**src/rtl/pipeline_hazard_ctrl.sv**
```systemverilog
// pipeline_hazard_ctrl
//   Central sequencer for the uDLX five-stage pipeline registers. Produces
//   per-stage load enables and bubble-insert flushes from load-use hazards,
//   taken branches resolved in EX and multi-cycle data-memory accesses in MEM.
//   Also purges the pipeline after reset, flags memory timeouts and counts
//   stall cycles.
//
// Ports
//   clk, rst_n                 clock (rising edge), async active-low reset
//   id_rs1_addr, id_rs2_addr   source registers of the instruction in ID
//   id_uses_rs2                ID instruction reads rs2
//   ex_is_load                 EX instruction is a load
//   ex_reg_wr_addr             destination register of the EX instruction
//   branch_taken               taken branch/jump resolved in EX
//   mem_req, mem_ack           MEM-stage data access request / completion
//   pc_en                      PC update enable
//   *_en, *_flush              stage register load enable / load bubble
//   mem_timeout_err            sticky: a memory access was aborted
//   stall_cycles               saturating count of cycles with pc_en=0
module pipeline_hazard_ctrl #(
   parameter int unsigned REG_ADDR_WIDTH = 5,
   parameter int unsigned INIT_CYCLES    = 4,
   parameter int unsigned MEM_TIMEOUT    = 255,
   parameter int unsigned CNT_WIDTH      = 16
) (
   input  logic                      clk,
   input  logic                      rst_n,
   input  logic [REG_ADDR_WIDTH-1:0] id_rs1_addr,
   input  logic [REG_ADDR_WIDTH-1:0] id_rs2_addr,
   input  logic                      id_uses_rs2,
   input  logic                      ex_is_load,
   input  logic [REG_ADDR_WIDTH-1:0] ex_reg_wr_addr,
   input  logic                      branch_taken,
   input  logic                      mem_req,
   input  logic                      mem_ack,
   output logic                      pc_en,
   output logic                      if_id_en,
   output logic                      id_ex_en,
   output logic                      ex_mem_en,
   output logic                      mem_wb_en,
   output logic                      if_id_flush,
   output logic                      id_ex_flush,
   output logic                      ex_mem_flush,
   output logic                      mem_wb_flush,
   output logic                      mem_timeout_err,
   output logic [CNT_WIDTH-1:0]      stall_cycles
);

   localparam int unsigned InitW = (INIT_CYCLES > 1) ? $clog2(INIT_CYCLES + 1) : 1;
   localparam int unsigned ToW   = (MEM_TIMEOUT > 1) ? $clog2(MEM_TIMEOUT + 1) : 1;

   typedef enum logic [1:0] {
      StInit,
      StRun,
      StMemWait
   } state_e;

   state_e               state_q, state_d;
   logic [InitW-1:0]     init_cnt_q, init_cnt_d;
   logic [ToW-1:0]       to_cnt_q, to_cnt_d;
   logic                 err_q, err_d;
   logic [CNT_WIDTH-1:0] stall_q, stall_d;

   logic hazard_eval;
   logic freeze;
   logic load_use;

   // Register 0 is hardwired to zero, so a load targeting it never forwards.
   assign load_use = ex_is_load && (ex_reg_wr_addr != '0) &&
                     ((ex_reg_wr_addr == id_rs1_addr) ||
                      (id_uses_rs2 && (ex_reg_wr_addr == id_rs2_addr)));

   always_comb begin
      state_d      = state_q;
      init_cnt_d   = init_cnt_q;
      to_cnt_d     = to_cnt_q;
      err_d        = err_q;
      hazard_eval  = 1'b0;
      freeze       = 1'b0;
      pc_en        = 1'b1;
      if_id_en     = 1'b1;
      id_ex_en     = 1'b1;
      ex_mem_en    = 1'b1;
      mem_wb_en    = 1'b1;
      if_id_flush  = 1'b0;
      id_ex_flush  = 1'b0;
      ex_mem_flush = 1'b0;
      mem_wb_flush = 1'b0;

      case (state_q)
         StInit: begin
            pc_en        = 1'b0;
            if_id_en     = 1'b0;
            id_ex_en     = 1'b0;
            ex_mem_en    = 1'b0;
            mem_wb_en    = 1'b0;
            if_id_flush  = 1'b1;
            id_ex_flush  = 1'b1;
            ex_mem_flush = 1'b1;
            mem_wb_flush = 1'b1;
            if (init_cnt_q == InitW'(INIT_CYCLES)) begin
               state_d = StRun;
            end else begin
               init_cnt_d = init_cnt_q + InitW'(1);
            end
         end
         StRun: begin
            if (mem_req && !mem_ack) begin
               freeze   = 1'b1;
               state_d  = StMemWait;
               to_cnt_d = ToW'(1);
            end else begin
               hazard_eval = 1'b1;
            end
         end
         StMemWait: begin
            if (mem_ack) begin
               // Ack wins over timeout on the same cycle.
               hazard_eval = 1'b1;
               state_d     = StRun;
            end else if (to_cnt_q == ToW'(MEM_TIMEOUT)) begin
               // Abort: drop the access and write a bubble back.
               err_d        = 1'b1;
               mem_wb_flush = 1'b1;
               state_d      = StRun;
            end else begin
               freeze   = 1'b1;
               to_cnt_d = to_cnt_q + ToW'(1);
            end
         end
         default: state_d = StInit;
      endcase

      if (freeze) begin
         pc_en        = 1'b0;
         if_id_en     = 1'b0;
         id_ex_en     = 1'b0;
         ex_mem_en    = 1'b0;
         mem_wb_flush = 1'b1;
      end

      // Branch flush kills the dependent ID instruction, so it masks load-use.
      if (hazard_eval) begin
         if (branch_taken) begin
            if_id_flush = 1'b1;
            id_ex_flush = 1'b1;
         end else if (load_use) begin
            pc_en       = 1'b0;
            if_id_en    = 1'b0;
            id_ex_flush = 1'b1;
         end
      end

      stall_d = stall_q;
      if ((state_q != StInit) && !pc_en && (stall_q != '1)) begin
         stall_d = stall_q + CNT_WIDTH'(1);
      end
   end

   always_ff @(posedge clk or negedge rst_n) begin
      if (!rst_n) begin
         state_q    <= StInit;
         init_cnt_q <= '0;
         to_cnt_q   <= '0;
         err_q      <= 1'b0;
         stall_q    <= '0;
      end else begin
         state_q    <= state_d;
         init_cnt_q <= init_cnt_d;
         to_cnt_q   <= to_cnt_d;
         err_q      <= err_d;
         stall_q    <= stall_d;
      end
   end

   assign mem_timeout_err = err_q;
   assign stall_cycles    = stall_q;

endmodule

```
**config.mk**
```make
export PLATFORM = sky130hd
export DESIGN_NAME = pipeline_hazard_ctrl
export DESIGN_NICKNAME = d
export VERILOG_FILES = /design/src/rtl/pipeline_hazard_ctrl.sv
export SDC_FILE = /design/constraint.sdc
export NUM_CORES = 1
export LEC_CHECK = 0
export CORE_MARGIN = 2
export CORE_UTILIZATION = 40
export DETAILED_ROUTE_END_ITERATION = 16
export DONT_BUFFER_PORTS = 1
export MAX_ROUTING_LAYER = met4
export PLACE_DENSITY = 0.51
export SYNTH_ARGS = -nofsm -noshare
export SYNTH_HDL_FRONTEND = slang
export SYNTH_SLANG_ARGS = --single-unit
export TNS_END_PERCENT = 100
```
**constraint.sdc**
```tcl
create_clock -name clk -period 2.77 [get_ports clk]
set_input_delay 0.1385 -clock clk [delete_from_list [all_inputs] [get_ports clk]]
set_output_delay 0.1385 -clock clk [all_outputs]
set_load 0.01 [all_outputs]
```
==> results list <==
- Outcome: complete, no violations
- The worst setup path is captured at a flip-flop.
* Via density: 5.55
- Die outline height: 72.8 um
- The HPWL after detailed placement is 2.75 mm.
- For the worst-skew pair, the clock arrives at the later sink with an insertion delay of 0.28 ns.
- Final critical path time including I/O delays and setup: 2.30 ns
* Max-cap viol count: 0
- Sequential fraction of the synthesis area: 39.6%
- In this run the tightest slew margin relative to its limit is 54.2%.
* TritonCTS clock tree: built
* Floorplan core area: 4660 um2
- The biggest area contributor in the post-synthesis netlist is sky130_fd_sc_hd__dfrtp_1.
- The critical path is of the reg2reg type.
* Primary FF master, synth: sky130_fd_sc_hd__dfrtp_1
* Wire length per cell after detailed routing: 14.9 um
- Average instance area after synthesis: 10.1 um2
- Hold/Removal Path Class: in2reg
- Post-Place Cells: 238
- Final Routed Wirelength: 3.69 mm
- Pin count of the biggest net entering global routing: 31
* Distinct cells, synth: 46
* Maximum number of buffers from clock root to sink: 2
* Tcrit/Tclk final: 83.2%
- Dominant cell by count in the synthesized netlist: sky130_fd_sc_hd__dfrtp_1
- Along the worst path, the maximum fanout reaches 15.
- VDD sags by at most 377 uV.
* Share of flip-flops with an asynchronous set or reset: 100%
- The number of hold-slack violations in the final timing report is 0.
- Storage cell area: 751 um2
* Antenna violations before repair: 0
* Area of the multi-input gates: 1060 um2
- After filler insertion, the fill cell instance count of the layout stands at 458.
- Setup Slack @ Placement: 0.457 ns
* Post-detailed-route DRC marker count: 0
- Summing over every cut layer, the via total after detailed routing is 1376.
* Die outline width: 72.8 um
- Across all setup checks in the final design, the least slack found is 0.466 ns.
- The initialized floorplan defines 25 standard-cell rows.
- Number of input and output port buffers inserted: 0
- Number of instances in the synthesized netlist: 187
- STA puts the critical path data required time at 2.94 ns.
- The via count of the first global-routing pass was 1321.
* Post-synth design cell area: 1900 um2
- Detailed router's first-iteration violation count: 47
* CTS H-Tree Depth: 2
- For the final routed database, the setup TNS stands at 0 ns.
- For this run, the total global-route usage over all layers was measured as 15.5%.
* Leading cell types by count after synthesis: 30 x sky130_fd_sc_hd__dfrtp_1, 18 x sky130_fd_sc_hd__nand2_1, 15 x sky130_fd_sc_hd__o21ai_0, 13 x sky130_fd_sc_hd__xnor2_1, 12 x sky130_fd_sc_hd__xor2_1
- The share of synthesized area in the top cell type comes to 39.6%.
- First-pass iteration count of the detailed router: 5
* Hold slack: 0.155 ns
- Total count of max-transition violations in the final report: 0
* Post-Layout Cell Count: 248
* Proportion of layout cells with a drive suffix above 1: 19.1%
* Element type at the critical path start: flip-flop
* Initial Util: 40.7%
- At the pin with the least slew margin, the transition time is 0.687 ns.
* Num CTS Buffers: 5
* Clock transition at the registers of the reported paths: 0.07 ns
* Number of diodes: 0
- The count of nets left with antenna violations once routing finished came out at 0.
- At the end of the flow, the number of nets in the layout was 222.
- Sorting the synthesized cells by area gives the leading types as sky130_fd_sc_hd__dfrtp_1 40%, sky130_fd_sc_hd__xnor2_1 6.0%, sky130_fd_sc_hd__xor2_1 5.5%.
- Counting every net in the synthesized netlist gives 216.
* Area enclosed by the die boundary: 5310 um2
- Data on the critical path arrives at its endpoint at 2.47 ns.
- TritonCTS Sinks: 30
- Grt total ovfl: 0
* Power density over the cells: 679 nW/um2
- Global-route wire length before repair: 6.11 mm
* Unrepaired setup endpoints after global routing: no
- Cell chosen for the clock root: sky130_fd_sc_hd__clkbuf_8
- Max Clock Skew: 0.00739 ns
* Routability cong.: 0.810
- The analysis attributes to cell leakage a power of 0.898 nW.
- Number of synthesized register bits: 30
- Yosys printed 0 warnings.
- Relative to the synthesized area, the layout overhead comes to 8.65%.
- Counting flops with a built-in enable in the synthesized netlist gives 0.
- Number of setup violations in the final report: 0
* Achievable clock frequency: 0.434 GHz
- For this design the top-level I/O count stands at 48.
-- state kept, by name, summed over array words and instances, names as in the netlist --
register,count
stall_cycles,16
mem_timeout_err,1
state_q,2
to_cnt_q,8
init_cnt_q,3
-- where the power goes --
part / switching, mW / leakage, nW / total (mW) / internal [mW]
logic: 0.321 / 0.459 / 0.488 / 0.167
registers: 0.0542 / 0.392 / 0.538 / 0.484
clock network: 0.172 / 0.0472 / 0.372 / 0.199
total: 0.548 / 0.898 / 1.40 / 0.850
-- worst paths after layout --
check	slack, ns	cells past startpoint	to	startpoint
setup / recovery	0.47	8	stall_cycles[15]$_DFFE_PN0P_	state_q[0]$_DFFE_PN0P_
max in group asynchronous	2.31	2	stall_cycles[3]$_DFFE_PN0P_	rst_n
hold reg to reg	0.50	1	to_cnt_q[6]$_DFFE_PN0P_	to_cnt_q[6]$_DFFE_PN0P_
min in group asynchronous	0.29	2	to_cnt_q[7]$_DFFE_PN0P_	rst_n
setup reg to reg	0.47	8	stall_cycles[15]$_DFFE_PN0P_	state_q[0]$_DFFE_PN0P_
hold / removal	0.15	2	mem_timeout_err$_DFFE_PN0P_	mem_ack
-- layout make-up --
| class | count | share of cell area (%) |
|---|---|---|
| clock buffers | 6 | 4.01 |
| flip-flops and latches | 30 | 36.5 |
| inverters | 8 | 1.46 |
| multi-input cells | 143 | 51.6 |
| repair buffers | 5 | 2.55 |
| clock inverters | 2 | 0.608 |
| well taps | 54 | 3.28 |
-- through the flow --
stage / power, mW / area [um2] / utilization [%]
after floorplan: 0.958 / 1900 / -
after global placement: 1.01 / 1930 / 41.5
after detailed placement: 1.02 / 1930 / 41.5
after CTS: 1.42 / 2060 / 44.2
after global routing: 1.50 / 2060 / 44.2
final: 1.40 / 2060 / 44.2
-- layout by cell type (no fill, tap or decap), types with 2 or more instances in the layout --
master | Yosys | final
sky130_fd_sc_hd__nor2_1 | 8 | 8
sky130_fd_sc_hd__nor2b_1 | 2 | 2
sky130_fd_sc_hd__mux2_4 | 2 | 2
sky130_fd_sc_hd__nand4_1 | 6 | 6
sky130_fd_sc_hd__xnor2_1 | 13 | 13
sky130_fd_sc_hd__clkbuf_8 | 0 | 6
sky130_fd_sc_hd__nor4b_1 | 2 | 2
sky130_fd_sc_hd__a21oi_1 | 3 | 3
sky130_fd_sc_hd__buf_4 | 2 | 3
sky130_fd_sc_hd__inv_1 | 8 | 8
sky130_fd_sc_hd__xor2_1 | 12 | 12
sky130_fd_sc_hd__o21ai_0 | 15 | 15
sky130_fd_sc_hd__nand2b_1 | 2 | 2
sky130_fd_sc_hd__and3_1 | 3 | 3
sky130_fd_sc_hd__a31oi_1 | 3 | 3
sky130_fd_sc_hd__nand2_1 | 18 | 18
sky130_fd_sc_hd__nor3_2 | 10 | 10
sky130_fd_sc_hd__nor2_2 | 2 | 2
sky130_fd_sc_hd__nand3_1 | 10 | 10
sky130_fd_sc_hd__dfrtp_1 | 30 | 30
sky130_fd_sc_hd__and4_1 | 2 | 2
sky130_fd_sc_hd__o31ai_1 | 2 | 2
sky130_fd_sc_hd__ha_1 | 7 | 7
-- layer usage --
metal | track usage (%) | part of all wire (%) | up-vias
li1 | - | - | 669
met1 | 18.8 | 42 | 660
met2 | 23.9 | 50 | 42
met3 | 6.08 | 6.6 | 5
met4 | 4.53 | 0.95 | 0
met5 | - | 0 | -
-- worst max-delay path, cell delays in order, from the launching register on --
cell	delay [ns]
sky130_fd_sc_hd__dfrtp_1	0.38
sky130_fd_sc_hd__inv_1	0.09
sky130_fd_sc_hd__ha_1	0.34
sky130_fd_sc_hd__nand2b_1	0.18
sky130_fd_sc_hd__a21oi_4	0.23
sky130_fd_sc_hd__o2bb2ai_2	0.17
sky130_fd_sc_hd__a32oi_4	0.20
sky130_fd_sc_hd__nor3_2	0.28
sky130_fd_sc_hd__mux2_4	0.31
-- what timing repair did --
action / in CTS / in global routing
buffers inserted: 0 / 0
hold buffers: 2 / 0
resized for setup: 0 / 0
hold endpoints to repair: 30 / 0
-- cell families after synthesis --
| kind of cell | share of synthesized area, % |
|---|---|
| and+or+nand+nor | 25.5 |
| AOI/OAI and AO/OA | 12.3 |
| DFF | 39.6 |
| xor gates and xnor gates | 11.6 |
| buffers and inverters | 4.29 |
| adders and majority gates | 4.62 |
| muxes | 2.11 |
No activity file was read; power rests on OpenSTA's default activity.
